--- src/rtl/psum_axis_writer_if.sv ---
// Bundle for psum_axis_writer: the MAC-array capture handshake plus the AXI-Stream master.
// The master modport is the writer's view; the slave modport is the MAC array / DMA side.
interface psum_axis_writer_if #(
    parameter int MAC_NUM = 256,
    parameter int PSUM_W  = 6,
    parameter int AXIS_W  = 32
);
    logic [PSUM_W*MAC_NUM-1:0] psum_in;
    logic                      psum_valid;
    logic                      psum_ready;
    logic [AXIS_W-1:0]         m_axis_tdata;
    logic                      m_axis_tvalid;
    logic                      m_axis_tready;
    logic                      m_axis_tlast;

    modport master (
        input  psum_in, psum_valid, m_axis_tready,
        output psum_ready, m_axis_tdata, m_axis_tvalid, m_axis_tlast
    );

    modport slave (
        output psum_in, psum_valid, m_axis_tready,
        input  psum_ready, m_axis_tdata, m_axis_tvalid, m_axis_tlast
    );
endinterface

--- src/rtl/psum_axis_writer.sv ---
// Captures one psum vector in a cycle and streams it out byte-packed on AXI-Stream.
// Optional PSUM_RELU_EN: clamp negative psums to zero at packing time.
module psum_lane_pack #(
    parameter int PSUM_W = 6
) (
    input  logic [PSUM_W-1:0] psum_i,
    output logic [7:0]        byte_o
);
`ifdef PSUM_RELU_EN
    assign byte_o = psum_i[PSUM_W-1] ? 8'h00 : 8'(psum_i);
`else
    assign byte_o = 8'($signed(psum_i));
`endif
endmodule

module psum_axis_writer #(
    parameter int MAC_NUM = 256,
    parameter int PSUM_W  = 6,
    parameter int AXIS_W  = 32
) (
    input  logic                  clk,
    input  logic                  rst,
    psum_axis_writer_if.master    bus,
    output logic                  busy,
    output logic                  overrun,
    input  logic                  overrun_clr,
    output logic [15:0]           frame_count
);
    localparam int LANES = AXIS_W / 8;
    localparam int BEATS = MAC_NUM / LANES;
    localparam int BCW   = (BEATS > 1) ? $clog2(BEATS) : 1;

    typedef logic [BEATS-1:0][LANES-1:0][PSUM_W-1:0] shadow_t;
    typedef enum logic {IDLE, SEND} state_t;

    state_t                        state_q;
    shadow_t                       shadow_q;
    shadow_t                       psum_in_v;
    logic [BCW-1:0]                beat_cnt_q;
    logic [BCW-1:0]                beat_nxt_d;
    logic [LANES-1:0][PSUM_W-1:0]  pack_src_d;
    logic [LANES-1:0][7:0]         pack_byte_d;
    logic [AXIS_W-1:0]             tdata_q;
    logic                          tvalid_q;
    logic                          tlast_q;
    logic [15:0]                   frame_cnt_q;
    logic                          overrun_q;
    logic                          capture_d;
    logic                          last_beat_d;

    assign psum_in_v   = shadow_t'(bus.psum_in);
    assign capture_d   = (state_q == IDLE) && bus.psum_valid;
    assign beat_nxt_d  = beat_cnt_q + BCW'(1);
    assign last_beat_d = (beat_cnt_q == BCW'(BEATS - 1));

    // Beat 0 comes straight from the input so it can be registered on the capture edge.
    assign pack_src_d = (state_q == IDLE) ? psum_in_v[0] : shadow_q[beat_nxt_d];

    psum_lane_pack #(.PSUM_W(PSUM_W)) u_lane [LANES-1:0] (
        .psum_i (pack_src_d),
        .byte_o (pack_byte_d)
    );

    // Data-only storage; no reset needed since it is only read while in SEND.
    always_ff @(posedge clk) begin
        if (capture_d) shadow_q <= psum_in_v;
    end

    always_ff @(posedge clk) begin
        if (rst) begin
            state_q     <= IDLE;
            beat_cnt_q  <= '0;
            tdata_q     <= '0;
            tvalid_q    <= 1'b0;
            tlast_q     <= 1'b0;
            frame_cnt_q <= '0;
            overrun_q   <= 1'b0;
        end else begin
            if (state_q == SEND && bus.psum_valid) overrun_q <= 1'b1;
            else if (overrun_clr)                  overrun_q <= 1'b0;

            case (state_q)
                IDLE: begin
                    if (bus.psum_valid) begin
                        state_q    <= SEND;
                        beat_cnt_q <= '0;
                        tdata_q    <= AXIS_W'(pack_byte_d);
                        tvalid_q   <= 1'b1;
                        tlast_q    <= (BEATS == 1);
                    end
                end
                SEND: begin
                    if (bus.m_axis_tready) begin
                        if (last_beat_d) begin
                            state_q     <= IDLE;
                            tvalid_q    <= 1'b0;
                            tlast_q     <= 1'b0;
                            frame_cnt_q <= frame_cnt_q + 16'd1;
                        end else begin
                            beat_cnt_q <= beat_nxt_d;
                            tdata_q    <= AXIS_W'(pack_byte_d);
                            tlast_q    <= (beat_nxt_d == BCW'(BEATS - 1));
                        end
                    end
                end
                default: state_q <= IDLE;
            endcase
        end
    end

    assign bus.psum_ready    = (state_q == IDLE);
    assign bus.m_axis_tdata  = tdata_q;
    assign bus.m_axis_tvalid = tvalid_q;
    assign bus.m_axis_tlast  = tlast_q;
    assign busy              = (state_q == SEND);
    assign overrun           = overrun_q;
    assign frame_count       = frame_cnt_q;
endmodule

--- src/flat_wrapper.sv ---
// flat-port wrapper written by rule: the top's interface ports become plain ports
module psum_axis_writer_flat 
#(
    parameter int MAC_NUM = 256,
    parameter int PSUM_W  = 6,
    parameter int AXIS_W  = 32
)
  (clk, rst, busy, overrun, overrun_clr, frame_count, bus_psum_in, bus_psum_valid, bus_m_axis_tready, bus_psum_ready, bus_m_axis_tdata, bus_m_axis_tvalid, bus_m_axis_tlast);
  psum_axis_writer_if #(.MAC_NUM(MAC_NUM), .PSUM_W(PSUM_W), .AXIS_W(AXIS_W)) bus_i ();
  input  logic clk;
  input  logic rst;
  output logic busy;
  output logic overrun;
  input  logic overrun_clr;
  output logic [15:0] frame_count;
  input wire logic [$bits(bus_i.psum_in)-1:0] bus_psum_in;
  input wire logic [$bits(bus_i.psum_valid)-1:0] bus_psum_valid;
  input wire logic [$bits(bus_i.m_axis_tready)-1:0] bus_m_axis_tready;
  output wire logic [$bits(bus_i.psum_ready)-1:0] bus_psum_ready;
  output wire logic [$bits(bus_i.m_axis_tdata)-1:0] bus_m_axis_tdata;
  output wire logic [$bits(bus_i.m_axis_tvalid)-1:0] bus_m_axis_tvalid;
  output wire logic [$bits(bus_i.m_axis_tlast)-1:0] bus_m_axis_tlast;
  assign bus_i.psum_in = bus_psum_in;
  assign bus_i.psum_valid = bus_psum_valid;
  assign bus_i.m_axis_tready = bus_m_axis_tready;
  assign bus_psum_ready = bus_i.psum_ready;
  assign bus_m_axis_tdata = bus_i.m_axis_tdata;
  assign bus_m_axis_tvalid = bus_i.m_axis_tvalid;
  assign bus_m_axis_tlast = bus_i.m_axis_tlast;
  psum_axis_writer #(.MAC_NUM(MAC_NUM), .PSUM_W(PSUM_W), .AXIS_W(AXIS_W)) u_core (.clk(clk), .rst(rst), .bus(bus_i), .busy(busy), .overrun(overrun), .overrun_clr(overrun_clr), .frame_count(frame_count));
endmodule
--- config.mk ---
export PLATFORM = sky130hd
export DESIGN_NAME = psum_axis_writer_flat
export DESIGN_NICKNAME = d
export VERILOG_FILES = /design/src/rtl/psum_axis_writer_if.sv /design/src/rtl/psum_axis_writer.sv /design/src/flat_wrapper.sv
export SDC_FILE = /design/constraint.sdc
export NUM_CORES = 2
export LEC_CHECK = 0
export BUFFER_PORTS_ARGS = -buffer_cell sky130_fd_sc_hd__buf_2
export CORE_AREA = 8 8 618 620
export CTS_CLUSTER_DIAMETER = 120
export CTS_CLUSTER_SIZE = 30
export DETAILED_ROUTE_END_ITERATION = 6
export DIE_AREA = 0 0 626 628
export PLACE_DENSITY = 0.42
export SETUP_SLACK_MARGIN = 0.2
export SLEW_MARGIN = 15
export SYNTH_ARGS = -nofsm -noshare
export SYNTH_HDL_FRONTEND = slang
export SYNTH_HIERARCHICAL = 1
export SYNTH_SLANG_ARGS = --single-unit
--- constraint.sdc ---
create_clock -name clk -period 71.2 [get_ports clk]
set_input_delay 7.12 -clock clk [delete_from_list [all_inputs] [get_ports clk]]
set_output_delay 7.12 -clock clk [all_outputs]
set_load 0.1 [all_outputs]
==> reports/results.tsv <==
metric	value	unit
synth.avg_cell_area	17.18	sq um
max_clock_freq	74.63	MHz
crit_arrival	13820	ps
status	complete, no violations	
critical_path_required	71620	ps
tightest_slew	1338	ps
cts_sinks	1594	
final_common_cell	buf_2	
grt_pass1_vias	40970	
finalSetupViolCount	0	
synth_area_leaders	edfxtp_1 75%, mux4_2 8.9%, nand2_1 4.8%	
rsz0062_at_grt	false	
post_cts_buffers	0	
ys_seq_elements	1594	
syn-cell-area	61500	sq um
tritoncts	yes	
via_per_inst	3.982	
start_util	16.56	%
finalCritPeriodShare	18.82	%
ios	1594	
grt_overflow_total	0	
clk-insertion-delay-late	820	ps
placed_cells	9991	
synth_edf_count	1536	
routabilityCongestion	0.8633	
critPathKind	input pin to register	
drv_slew	0	
die_w	626	um
grt_pass1_wl	406500	um
slowest_stage	buf_4	
leakagePower	27.47	nW
cts_hold_buf	0	
max_slew_margin	10.83	%
vias	40650	
die_h	628	um
finalPower	1.835	mW
die_area	393100	sq um
fin_skew	53.74	ps
r2r_cells	11	
synthCells	3579	
nets	6645	
irDropWorstVdd	18.81	uV
critPathCaptureType	register	
synth_cell_types	47	
grt_max_degree	208	
cts_made_buffers	78	
clock_path_buffers	4	
path_depth	10	
drt-initial-drc-count	4582	
synth_top_area_share	75.00	%
rows	224	
wl_per_cell	31.26	um
yosysSeqAreaShare	76.88	%
core_region_area	371400	sq um
max_stage_delay	870	ps
cp_max_fo	148	
critical_path.top_delay_family	buffers and inverters	
ctsResizeCount	0	
drive_gt1_share	40.20	%
cpMostUsedCell	buf_4	
grt_usage	15.41	%
fin_tns_setup	0	ps
finalWirelength	319200	um
cts_root_buf	clkbuf_16	
drc_errors	0	
path_cells	buf_2 > nand2_1 > inv_8 > buf_12 > buf_16 > buf_12 > buf_4 > buf_4 > buf_4 > buf_4	
clk_pin_slew_worst_paths	120	ps
ant_nets	0	
startpoint_type	input pin	
io_buffers	1593	
synthFlopType	edfxtp_1	
cp_num_buf_inv	9	
antenna_found_initial	326	
instances_no_fill	10210	
synth_area_leader_cell	edfxtp_1	
min_path_cells	2	
drt_pass1_iterations	6	
power_density	23.45	nW/um^2
syn_nets	5123	
max-cap-violations	0	
min_period	13400	ps
htreeDepth	3	
syn_to_final_growth	27.24	%
layout_common_cells	1591 x buf_2, 1536 x edfxtp_1, 789 x nand2_1	
hold_violations	0	
yosys_warnings	6	
async_flop_share	0	%
hold_class	register to register	
hpwl	258000	um
registers in the layout, indices dropped and copies added, names as in the netlist:
signal	count
u_core/shadow_q	1536
u_core/busy	1
u_core/bus.m_axis_tdata	32
u_core/overrun	1
u_core/frame_count	16
u_core/bus.m_axis_tlast	1
u_core/bus.m_axis_tvalid	1
u_core/beat_cnt_q	6
final cells by class:
type                    count  area (sq um)
diodes                     94         235.2
clock buffers              95          2079
clock inverters            28         460.4
fillers                 39710        293100
inverters                   4         22.52
multi-input cells        1736         13170
flip-flops and latches   1594         47290
well taps                4972          6221
repair buffers           1687          8778
per-stage QoR:
step / hold WS (ps) / util [%] / worst slack (ps) / cell area, sq um
floorplan: 506.4 / - / 32650 / 61500
global placement: 449.8 / 20.32 / 57390 / 75450
detailed placement: 443.7 / 20.32 / 57110 / 75450
CTS: 461.1 / 21.00 / 58090 / 77990
global route: 475.7 / 21.03 / 57490 / 78110
finish: 460.6 / 21.07 / 57800 / 78260
cell usage after synthesis, drive strengths merged (2+ instances only):
cell type	instances
a21oi	42
a31oi	77
a32oi	93
and2	4
and3	3
buf	140
clkbuf	105
dfxtp	58
edfxtp	1536
ha	3
inv	3
mux2i	70
mux4	244
nand2	790
nand2b	3
nand3	268
nand3b	2
nand4	28
nor2	39
nor3	3
nor4	3
o21ai	6
or3	5
or4	23
xnor2	7
xor2	13
routing by layer:
layer  global-route usage, %  wire [um]  up-vias
met5                       0        673        -
met2                   25.98     153000     2162
met4                   2.858       6948      112
met3                   3.902      26260      558
li1                        -          -    16990
met1                   20.06     132300    20830
report_power, final:
group / switching [mW] / internal [mW] / leakage (nW)
Clock: 0.331 / 0.226 / 1.21
Sequential: 0.0189 / 1.09 / 15.1
Combinational: 0.105 / 0.0646 / 11.2
Total: 0.455 / 1.38 / 27.5
worst reg2reg max path: cells and delay by family (launching register included):
| kind | cells | cell delay [ps] |
|---|---|---|
| flops | 1 | 340 |
| simple gates | 1 | 400 |
| buf+inv | 10 | 6540 |
final timing paths:
check                                                        startpoint                                       to  slack [ps]
worst min register to register  u_core/bus.m_axis_tdata[1]$_SDFFE_PP0P_  u_core/bus.m_axis_tdata[1]$_SDFFE_PP0P_         460
worst min-delay path            u_core/bus.m_axis_tdata[1]$_SDFFE_PP0P_  u_core/bus.m_axis_tdata[1]$_SDFFE_PP0P_         460
worst max register to register                   u_core/busy$_SDFF_PP0_          u_core/shadow_q[1160]$_DFFE_PP_       63460
worst max-delay path                                     bus_psum_valid          u_core/shadow_q[1160]$_DFFE_PP_       57800
kinds of logic (layout without fill, tap and decap cells):
| kind of cell | count (synthesis) | count (layout) | synth area share [%] |
|---|---|---|---|
| flops | 1594 | 1594 | 76.88 |
| compound gates | 225 | 225 | 2.604 |
| fa+ha+maj | 3 | 3 | 0.06104 |
| buf+inv | 249 | 1814 | 1.965 |
| simple gates | 1174 | 1174 | 8.103 |
| other cells | 0 | 94 | 0 |
| mux | 314 | 314 | 10.07 |
| xor+xnor | 20 | 20 | 0.3092 |
(Power assumes the default switching activity.)
